===== config.mk =====
export PLATFORM = sky130hd
export DESIGN_NAME = llc_req_in_rx
export DESIGN_NICKNAME = d
export VERILOG_FILES = /design/src/rtl/llc_req_in_rx.sv
export SDC_FILE = /design/constraint.sdc
export NUM_CORES = 1
export LEC_CHECK = 0
export CELL_PAD_IN_SITES_DETAIL_PLACEMENT = 1
export CELL_PAD_IN_SITES_GLOBAL_PLACEMENT = 1
export CORE_MARGIN = 2
export CORE_UTILIZATION = 51
export DETAILED_ROUTE_END_ITERATION = 16
export MAX_ROUTING_LAYER = met4
export PLACE_DENSITY_LB_ADDON = 0.1
export SLEW_MARGIN = 20
export SYNTH_ARGS = -nofsm -noshare
export SYNTH_HDL_FRONTEND = slang
export SYNTH_SLANG_ARGS = --single-unit
export TNS_END_PERCENT = 100

===== constraint.sdc =====
create_clock -name clk -period 13.5 [get_ports clk]
set_input_delay 2.7 -clock clk [delete_from_list [all_inputs] [get_ports clk]]
set_output_delay 2.7 -clock clk [all_outputs]
set_load 0.01 [all_outputs]

===== src/rtl/llc_req_in_rx.sv =====
// Buffers L2 requests toward the LLC in a DEPTH-entry FIFO with registered, bypass-free head outputs.
// Define LLC_REQ_RX_STATS_EN to add saturating per-type push counters.
module llc_req_in_rx #(
    parameter int DEPTH   = 4,
    parameter int HPROT_W = 1,
    parameter int ADDR_W  = 32,
    parameter int LINE_W  = 128,
    localparam int PTR_W  = $clog2(DEPTH),
    localparam int CNT_W  = PTR_W + 1,
    localparam int REQ_W  = 2 + HPROT_W + ADDR_W + LINE_W
) (
    input  logic                clk,
    input  logic                rst,
    input  logic                l2_req_out_valid,
    output logic                l2_req_out_ready,
    input  logic [REQ_W-1:0]    l2_req_out_i,
    output logic                llc_req_in_valid,
    input  logic                llc_req_in_ready,
    output logic [1:0]          llc_req_in_coh_msg,
    output logic [HPROT_W-1:0]  llc_req_in_hprot,
    output logic [ADDR_W-1:0]   llc_req_in_addr,
    output logic [LINE_W-1:0]   llc_req_in_line,
    output logic [3:0]          llc_req_in_type,
    output logic                llc_req_in_has_data,
    output logic [CNT_W-1:0]    fifo_count
`ifdef LLC_REQ_RX_STATS_EN
    ,
    output logic [31:0]         stat_gets,
    output logic [31:0]         stat_getm,
    output logic [31:0]         stat_puts,
    output logic [31:0]         stat_putm
`endif
);

    // l2_req_out_i packs {coh_msg, hprot, addr, line}, line in the LSBs.
    // Valid/ready: a beat transfers on a rising edge where valid && ready;
    // the sender holds valid and payload stable until it transfers.
    localparam logic [1:0] PUTM = 2'b11;
    localparam logic [CNT_W-1:0] DEPTH_C = CNT_W'(DEPTH);

    logic [REQ_W-1:0] mem_q [DEPTH];
    logic [PTR_W-1:0] wr_ptr_q, wr_ptr_d;
    logic [PTR_W-1:0] rd_ptr_q, rd_ptr_d;
    logic [CNT_W-1:0] count_q, count_d;
    logic             push, pop, show;
    logic [1:0]       in_coh;
    logic [REQ_W-1:0] in_entry;
    logic [REQ_W-1:0] head;

    assign in_coh = l2_req_out_i[REQ_W-1 -: 2];

    // Lines of non-PUTM requests are never stored, so the head sees zero.
    always_comb begin
        in_entry = l2_req_out_i;
        if (in_coh != PUTM) in_entry[LINE_W-1:0] = '0;
    end

    // Ready and valid depend only on registered count and rst, never on llc_req_in_ready.
    assign l2_req_out_ready = !rst && (count_q < DEPTH_C);
    assign show             = !rst && (count_q != '0);
    assign llc_req_in_valid = show;
    assign push             = l2_req_out_valid && l2_req_out_ready;
    assign pop              = show && llc_req_in_ready;
    assign fifo_count       = rst ? '0 : count_q;

    always_comb begin
        wr_ptr_d = wr_ptr_q;
        rd_ptr_d = rd_ptr_q;
        count_d  = count_q;
        if (push) wr_ptr_d = wr_ptr_q + PTR_W'(1);
        if (pop)  rd_ptr_d = rd_ptr_q + PTR_W'(1);
        if (push && !pop)      count_d = count_q + CNT_W'(1);
        else if (pop && !push) count_d = count_q - CNT_W'(1);
    end

    always_ff @(posedge clk) begin
        if (rst) begin
            wr_ptr_q <= '0;
            rd_ptr_q <= '0;
            count_q  <= '0;
        end else begin
            wr_ptr_q <= wr_ptr_d;
            rd_ptr_q <= rd_ptr_d;
            count_q  <= count_d;
        end
    end

    always_ff @(posedge clk) begin
        if (push) mem_q[wr_ptr_q] <= in_entry;
    end

    assign head = show ? mem_q[rd_ptr_q] : '0;

    always_comb begin
        llc_req_in_coh_msg  = head[REQ_W-1 -: 2];
        llc_req_in_hprot    = head[LINE_W+ADDR_W +: HPROT_W];
        llc_req_in_addr     = head[LINE_W +: ADDR_W];
        llc_req_in_line     = head[LINE_W-1:0];
        llc_req_in_type     = show ? (4'b0001 << head[REQ_W-1 -: 2]) : 4'b0000;
        llc_req_in_has_data = show && (head[REQ_W-1 -: 2] == PUTM);
    end

`ifdef LLC_REQ_RX_STATS_EN
    logic [31:0] stat_q [4];

    always_ff @(posedge clk) begin
        if (rst) begin
            for (int i = 0; i < 4; i++) stat_q[i] <= '0;
        end else if (push && (stat_q[in_coh] != 32'hFFFF_FFFF)) begin
            stat_q[in_coh] <= stat_q[in_coh] + 32'd1;
        end
    end

    assign stat_gets = stat_q[0];
    assign stat_getm = stat_q[1];
    assign stat_puts = stat_q[2];
    assign stat_putm = stat_q[3];
`endif

endmodule


==> metrics.yaml, run 1 <==
switching_power_uw: 1330
ff_latch_area_mm2: 0.0198
max_freq_ghz: 0.114
num_vias: 13000
drt_iter0_drc: 942
totalNegativeSetupSlack_ns: 0
number_of_filler_cells_placed_in_the_layout: 4201
post_synthesis_average_cell_area_um2: 20.9
crit_arrival_ns: 6.04
number_of_buffers_created_by_cts: 70
placed_cells_incl_taps: 2187
layout.cells.most_common: "sky130_fd_sc_hd__edfxtp_1"
final_layout_size_suffix_gt1_share_pct: 16.7
startpoint_type: "input pin"
ys_async_sr_fraction_pct: 0
grt_pass1_wl_mm: 90.3
finClkSkew_ns: 0.0175
postSynthNetCount: 1420
mappedNetlistArea_mm2: 0.0260
power.density_mw_per_mm2: 166
gp_congestion: 0.715
num_rows: 82
nets: 1760
period_needed_ns: 8.74
cts_tree: "done"
floorplan.initialDensity_pct: 51.7
worst_slew_pin_slew_ns: 1.04
routed_wirelength_mm: 59.9
synth_cell_type_count: 30
clk-insertion-delay-late_ns: 0.59
remaining_drc_errors: 0
intPower_uw: 4000
crit_required_ns: 10.80
routedWlPerCell_um: 25.8
place.detailed.hpwl_mm: 34.9
clk_slew_on_worst_s_h_paths_ns: 0.06
max-vdd-ir-drop_mv: 0.119
antenna_violating_nets_post_route: 0
die-height_um: 230
finalCritPeriodShare_pct: 64.7
timing.max_cap.violations: 0
layout.cells.non_filler: 2319
final_cell_mix: "sky130_fd_sc_hd__edfxtp_1, sky130_fd_sc_hd__clkdlybuf4s50_1, sky130_fd_sc_hd__mux4_2, sky130_fd_sc_hd__and2_1, sky130_fd_sc_hd__and3_1"
p_sw_share_pct: 24.9
floorplan.die.width_um: 230
number_of_gates_given_a_new_drive_strength_after_cts: 0
synth_ff_type: "sky130_fd_sc_hd__edfxtp_1"
crit_type: "in -> out"
critical_path.endpoint_type: "output pin"
globalRouteTotalUtil_pct: 23.8
synth-seq-area-share_pct: 76.0
cts_buffer_depth: 3
share_of_total_power_in_combinational_logic_pct: 21.8
multi_input_area_mm2: 0.00581
seq_power_share_pct: 45.7
yosys_warnings: 0
final_max_slew_viol_count: 0
synth-seq-cells: 661
ctsRootBufferMaster: "sky130_fd_sc_hd__clkbuf_16"
coreArea_mm2: 0.0503
rsz_0062_raised_after_global_routing: "false"
grt_overflow: 0
setup_slack_ns: 4.76
setup_violations: 0
number_of_synthesized_flops_with_an_enable_pin: 652
number_of_buffers_inserted_by_port_buffering: 339
maxSlewHeadroom_pct: 30.7
tritoncts_sinks: 661
fp.dieArea_mm2: 0.0528
grt_start_max_net_pins: 164
crit_path_max_fanout: 91
drt_pre_antenna_iters: 5
pre_cts_setup_slack_ns: 4.71
post_cts_buffers: 0
grt_pass1_vias: 14200
status: "completed"
cts_hold_repair.buffers: 0
final-hold-violation-count: 0
layout-area-overhead-vs-synth_pct: 23.1
post_drt_via_cell_ratio: 5.62
power.clock.fraction_pct: 32.5
min_path_type: "reg -> reg"
clock_tree.htree_level_count: 3
total_leakage_power_uw: 0.0106
initial_antenna_violation_count: 17
ioPinCount: 340
syn-instance-count: 1247
[cell type report]
class | count | share of cell area [%]
timing repair buffer | 353 | 11.0
clock buffer | 85 | 5.84
sequential | 661 | 61.7
antenna | 16 | 0.125
inverter | 6 | 0.0781
multi-input combinational | 495 | 18.1
clock inverter | 31 | 0.500
tap | 672 | 2.62
[per-layer routing]
layer	vias up	part of all wire [%]	track usage, %
met5	-	0	-
met4	0	2.6	7.36
met3	90	6.7	6.26
met2	391	50	37.7
met1	6815	41	30.5
li1	5736	-	-
[cell usage after synthesis (all sizes together) (3+ instances only)]
cell type	instances	area, um2
nor3b	3	27.5
nor2b	3	18.8
inv	6	22.5
and3	129	807
nor2	4	15.0
clkbuf	41	155
mux4	163	3670
ha	5	62.6
o21ai	3	15.0
dfxtp	9	180
and2	167	1040
edfxtp	652	19600
buf	44	279
[registers in the layout, summed over array words and instances (netlist names), named ones only]
name and cells:
mem_q 652, wr_ptr_q 2, count_q 3, rd_ptr_q 2
[cell families (layout without fill, tap and decap cells)]
family | Yosys count | in the layout | synth area share, %
and+or+nand+nor | 314 | 314 | 7.54
muxes | 164 | 164 | 14.1
AOI/OAI and AO/OA | 8 | 8 | 0.183
DFF | 661 | 661 | 76.0
buffers and inverters | 91 | 475 | 1.76
xor gates and xnor gates | 3 | 3 | 0.101
other | 0 | 16 | 0
adders and majority gates | 6 | 6 | 0.317
[worst max-delay path, stage by stage]
cell,delay [ns]
sky130_fd_sc_hd__clkdlybuf4s50_1,0.70
sky130_fd_sc_hd__or2_1,0.44
sky130_fd_sc_hd__inv_4,0.52
sky130_fd_sc_hd__buf_4,0.66
sky130_fd_sc_hd__and3_1,0.28
sky130_fd_sc_hd__clkdlybuf4s50_1,0.54
[through the flow]
step	hold slack [ns]	power (uW)	utilization, %	area [um2]
2_1_floorplan	0.453	3170	-	26000
3_3_place_gp	0.461	3640	59.6	30000
3_5_place_dp	0.478	3670	59.6	30000
4_1_cts	0.512	5410	63.6	32000
5_1_grt	0.542	5540	63.7	32000
6_report	0.514	5330	63.7	32000
[path summary, 6_finish.rpt]
check              start                  end  slack (ns)  cells after the start
max                  rst  llc_req_in_has_data        4.76                      6
min          rd_ptr_q[0]          rd_ptr_q[0]        0.51                      1
max reg2reg   count_q[2]        mem_q[3][136]       10.32                      3
min reg2reg  rd_ptr_q[0]          rd_ptr_q[0]        0.51                      1
[power by group through the flow]
stage	Combinational (uW)	Sequential, uW	Clock (uW)
6_report	1160	2440	1730
5_1_grt	1250	2450	1840
3_3_place_gp	1170	2470	0
3_5_place_dp	1190	2480	0
2_1_floorplan	727	2450	0
4_1_cts	1190	2440	1770
Power figures use the tool's default switching activity.
==> run 2: changes to the inputs <==
Settings changed: CORE_UTILIZATION 51 to 48.
Clock period 13.5 ns to 8.15 ns, I/O delays scaled along.
==> run 2 against run 1 <==
Compared with the run above:
- flip-flop and latch count unchanged
- cell count increased by 1.5%
- highest routed layer unchanged
- power increased by 66%
- non-clock buffer count increased by 2
- critical path type unchanged
- critical endpoint is now llc_req_in_addr[4]
- final area increased by 0.29%
- via count decreased by 0.72%
- global-route usage decreased by 1.7 points
- utilization decreased by 3.9 points
- sequential power increased by 65%
==> metrics.yaml, run 2 (synthesis results as in run 1) <==
timing.critical_path.slowest_cell_delay_ns: 0.67
place.detailed.hpwl_mm: 33.7
layout-area-overhead-vs-synth_pct: 23.5
largest_register_ff_count: 652
die-height_um: 237
power.density_mw_per_mm2: 275
post_drt_via_cell_ratio: 5.50
cts_buffer_depth: 3
cts_tree: "done"
routed_wirelength_mm: 59.1
antenna_violating_nets_post_route: 0
worst_slew_pin_slew_ns: 0.983
regMostFlops: "mem_q"
fp.dieArea_mm2: 0.0561
drt_pre_antenna_iters: 4
num_vias: 12900
max_freq_ghz: 0.159
startpoint_type: "input pin"
max-vdd-ir-drop_mv: 0.172
crit_type: "in -> out"
crit_arrival_ns: 4.65
crit_required_ns: 6.52
num_rows: 85
grt_pass1_vias: 14100
min_path_type: "reg -> reg"
critical_path.top_delay_family: "buffers and inverters"
clk_slew_on_worst_s_h_paths_ns: 0.06
cts_hold_repair.buffers: 0
layout.cells.most_common: "sky130_fd_sc_hd__edfxtp_1"
crit_path_max_fanout: 84
total_leakage_power_uw: 0.0106
post_cts_buffers: 0
critical_path.endpoint_type: "output pin"
critical_path_depth: 6
gp_congestion: 0.719
drt_iter0_drc: 717
final_cell_mix: "sky130_fd_sc_hd__edfxtp_1, sky130_fd_sc_hd__clkdlybuf4s50_1, sky130_fd_sc_hd__mux4_2, sky130_fd_sc_hd__and2_1, sky130_fd_sc_hd__and3_1"
final_max_slew_viol_count: 0
number_of_gates_given_a_new_drive_strength_after_cts: 0
routedWlPerCell_um: 25.1
ioPinCount: 340
remaining_drc_errors: 0
crit_path_frequent_cell: "sky130_fd_sc_hd__clkdlybuf4s50_1"
initial_antenna_violation_count: 20
final-hold-violation-count: 0
number_of_buffers_created_by_cts: 69
grt_start_max_net_pins: 122
regToRegSetupSlack_ns: 5.34
totalNegativeSetupSlack_ns: 0
logic_depth_of_the_worst_register_to_register_path: 3
ctsRootBufferMaster: "sky130_fd_sc_hd__clkbuf_16"
grt_overflow: 0
clock_tree.htree_level_count: 3
period_needed_ns: 6.28
setup_violations: 0
globalRouteTotalUtil_pct: 22.1
critical_path.n_buffers_inverters: 4
finalCritPeriodShare_pct: 77.1
floorplan.initialDensity_pct: 48.4
biggestRegsByFlops: "mem_q: 652 flops, count_q: 3 flops"
number_of_buffers_inserted_by_port_buffering: 339
maxSlewHeadroom_pct: 34.5
total_power_uw: 8820
final_layout_size_suffix_gt1_share_pct: 16.8
grt_pass1_wl_mm: 89.0
finClkSkew_ns: 0.0161
rsz_0062_raised_after_global_routing: "false"
tritoncts_sinks: 661
status: "completed"
coreArea_mm2: 0.0537
floorplan.die.width_um: 237
clk-insertion-delay-late_ns: 0.58
timing.critical_path.cells: "clkdlybuf4s50_1 -> or2_1 -> inv_4 -> buf_4 -> and2_1 -> clkdlybuf4s50_1"
nets: 1761
holdPathStages: 1
cpMaxStageDelayCell: "sky130_fd_sc_hd__clkdlybuf4s50_1"
timing.max_cap.violations: 0
## run 2: changes by cell type in the layout (fill, tap and decap cells not counted), moves of 2 or more
cell,before,now
sky130_fd_sc_hd__buf_12,2,6
sky130_fd_sc_hd__diode_2,16,18
sky130_fd_sc_hd__buf_4,14,12
sky130_fd_sc_hd__clkinv_1,19,17
sky130_fd_sc_hd__clkinv_2,10,12
sky130_fd_sc_hd__clkbuf_1,12,20
## run 2: worst paths after layout
check	end	start
setup / recovery	llc_req_in_addr[4]	rst
hold / removal	register	rd_ptr_q[0]
setup reg to reg	mem_q[0][1]	count_q[2]
hold reg to reg	register	rd_ptr_q[0]
## run 2: area by class of cell
class                      instances  area [um2]
tap                              696         871
fill                            4585       21600
timing repair buffer             355        3580
clock buffer                      93        1900
clock inverter                    29         124
antenna                           18        45.0
inverter                           6        25.0
multi-input combinational        495        5810
sequential                       661       19800
## run 2: power breakdown
group	internal (uW)	switching (uW)	total (uW)
Sequential	3920	103	4030
Combinational	1060	884	1950
Clock	1630	1220	2850
Total	6620	2210	8820
## run 2: metal layers
metal  track usage (%)  wire length [um]  vias to the layer above
met5                 -                 0                        -
met1              28.7             24700                     6778
li1                  -                 -                     5749
met4              6.92              1350                        0
met2              34.7             29400                      329
met3              5.32              3680                       82
## run 2: worst register-to-register path, stage by stage (launching register included)
cell,delay (ns)
sky130_fd_sc_hd__dfxtp_1,0.36
sky130_fd_sc_hd__nor3b_2,0.51
sky130_fd_sc_hd__and2_4,0.77
sky130_fd_sc_hd__buf_4,0.77
## run 2: stage by stage
step                std cells  instance area [um2]  hold WS, ns  util (%)  setup WS, ns
floorplan                1247                26000        0.453         -          1.70
global placement         2213                30100        0.461      56.0          1.90
detailed placement       2213                30100        0.488      56.0          1.78
CTS                      2335                32100        0.504      59.7          1.74
global route             2353                32100        0.533      59.8          1.62
finish                   2353                32100        0.496      59.8          1.87
==> run 3: changes to the inputs <==
Settings changed: CORE_UTILIZATION 48 to 43.
Clock period 8.15 ns to 5.3 ns, I/O delays scaled along.
==> run 3 against run 2 <==
Compared with the run above:
- power grew 57%
- sequential share of layout area decreased by 0.80 points
- clock power is 60% higher
- first-iteration DRC count is 9.5% higher
- worst hold slack worse by 0.022 ns
- clock-buffer cell count up 4
- final area increased by 1.3%
- largest cell class unchanged
==> metrics.yaml, run 3 (synthesis results as in run 1) <==
status: "completed"
regMostFlops: "mem_q"
power.density_mw_per_mm2: 425
min_path_type: "reg -> reg"
critical_path.n_buffers_inverters: 4
setup_violations: 0
rsz_0062_raised_after_global_routing: "false"
die-height_um: 250
finClkSkew_ns: 0.0132
clock_tree.htree_level_count: 3
finalCritPeriodShare_pct: 80.0
layout.cells.most_common: "sky130_fd_sc_hd__edfxtp_1"
crit_path_max_fanout: 41
cp-endpoint: "llc_req_in_line[54]"
startpoint_type: "input pin"
post_drt_via_cell_ratio: 5.31
crit_required_ns: 4.24
ioPinCount: 340
place.detailed.hpwl_mm: 35.4
totalNegativeSetupSlack_ns: 0
drt_pre_antenna_iters: 5
grt_start_max_net_pins: 84
coreArea_mm2: 0.0601
remaining_drc_errors: 0
worstSetupStartpoint: "rst"
number_of_buffers_inserted_by_port_buffering: 339
grt_overflow: 0
gp_congestion: 0.729
routedWlPerCell_um: 24.2
max_freq_ghz: 0.236
post_cts_buffers: 0
number_of_filler_cells_placed_in_the_layout: 5386
fp.dieArea_mm2: 0.0625
regToRegSetupSlack_ns: 2.98
r2r-start: "count_q[2]"
grt_pass1_wl_mm: 89.8
globalRouteTotalUtil_pct: 19.9
final_cell_mix: "sky130_fd_sc_hd__edfxtp_1, sky130_fd_sc_hd__clkdlybuf4s50_1, sky130_fd_sc_hd__mux4_2, sky130_fd_sc_hd__and2_1, sky130_fd_sc_hd__and3_1"
crit_path_frequent_cell: "sky130_fd_sc_hd__clkdlybuf4s50_1"
setup_slack_ns: 1.06
clk-insertion-delay-late_ns: 0.61
period_needed_ns: 4.24
grt_pass1_vias: 14100
initial_antenna_violation_count: 15
crit_type: "in -> out"
antenna_violating_nets_post_route: 0
cts_buffer_depth: 3
floorplan.initialDensity_pct: 43.3
final-hold-violation-count: 0
critical_path.endpoint_type: "output pin"
maxSlewHeadroom_pct: 30.3
number_of_gates_given_a_new_drive_strength_after_cts: 0
layout-area-overhead-vs-synth_pct: 25.1
biggestRegsByFlops: "mem_q: 652 flops, count_q: 3 flops"
timing.critical_path.slowest_cell_delay_ns: 0.55
critical_path_depth: 6
tritoncts_sinks: 661
crit_arrival_ns: 3.18
max-vdd-ir-drop_mv: 0.289
num_rows: 90
pre_cts_setup_slack_ns: 1.02
worst_slew_pin_slew_ns: 1.05
critical_path.top_delay_family: "buffers and inverters"
nets: 1780
clk_slew_on_worst_s_h_paths_ns: 0.05
final_layout_size_suffix_gt1_share_pct: 17.8
num_vias: 13000
logic_depth_of_the_worst_register_to_register_path: 3
reg2reg_to: "mem_q[2][78]"
drt_iter0_drc: 785
timing.critical_path.cells: "clkdlybuf4s50_1 -> or2_1 -> inv_4 -> buf_12 -> and2_1 -> clkdlybuf4s50_1"
cpMaxStageDelayCell: "sky130_fd_sc_hd__clkdlybuf4s50_1"
cts_hold_repair.buffers: 0
floorplan.die.width_um: 250
timing.max_cap.violations: 0
largest_register_ff_count: 652
routed_wirelength_mm: 59.5
final_max_slew_viol_count: 0
total_leakage_power_uw: 0.0108
number_of_buffers_created_by_cts: 70
ctsRootBufferMaster: "sky130_fd_sc_hd__clkbuf_16"
cts_tree: "done"
==> run 3: metrics by stage <==
| step | total power, uW | instance area [um2] | cells | utilization (%) | hold WS (ns) |
|---|---|---|---|---|---|
| after CTS | 14100 | 32500 | 2442 | 54.1 | 0.478 |
| final | 13800 | 32600 | 2455 | 54.1 | 0.474 |
| after detailed placement | 9450 | 30400 | 2317 | 50.6 | 0.466 |
| after global placement | 9430 | 30400 | 2317 | 50.6 | 0.459 |
| after floorplan | 8060 | 26000 | 1247 | - | 0.453 |
| after global routing | 14400 | 32600 | 2455 | 54.1 | 0.520 |
==> run 3: final cells by class <==
cell class / instances / area, um2 / share of cell area [%]
flip-flops and latches: 661 / 19800 / 60.7
multi-input cells: 495 / 5810 / 17.8
repair buffers: 373 / 3820 / 11.7
clock buffers: 97 / 1900 / 5.82
well taps: 782 / 978 / 3.01
clock inverters: 28 / 225 / 0.692
diodes: 13 / 32.5 / 0.0999
inverters: 6 / 25.0 / 0.0769
==> run 3: where the power goes <==
group | switching, uW | internal (uW)
Combinational | 1390 | 1690
Sequential | 137 | 6030
Clock | 1920 | 2650
Total | 3450 | 10400
==> run 3: tightest hold or removal path, cell delays in order, from the launching register on <==
cell	delay, ns
sky130_fd_sc_hd__dfxtp_1	0.30
sky130_fd_sc_hd__o31ai_1	0.06
sky130_fd_sc_hd__a21oi_1	0.07
==> run 3: worst min-delay path by stage <==
| stage | from | cells past startpoint | to |
|---|---|---|---|
| 2_1_floorplan | rd_ptr_q[1] | 2 | register |
| 3_3_place_gp | rd_ptr_q[1] | 2 | register |
| 3_5_place_dp | rd_ptr_q[1] | 2 | register |
| 4_1_cts | rd_ptr_q[1] | 2 | register |
| 5_1_grt | rd_ptr_q[1] | 2 | register |
| 6_report | rd_ptr_q[1] | 2 | register |
==> run 3: metal layers <==
metal | vias to the layer above | GRT usage, % | wire length [um]
li1 | 5779 | - | -
met1 | 6827 | 26.2 | 25600
met2 | 360 | 31.2 | 29100
met3 | 75 | 5.03 | 3670
met4 | 0 | 5.06 | 1120
met5 | - | - | 0
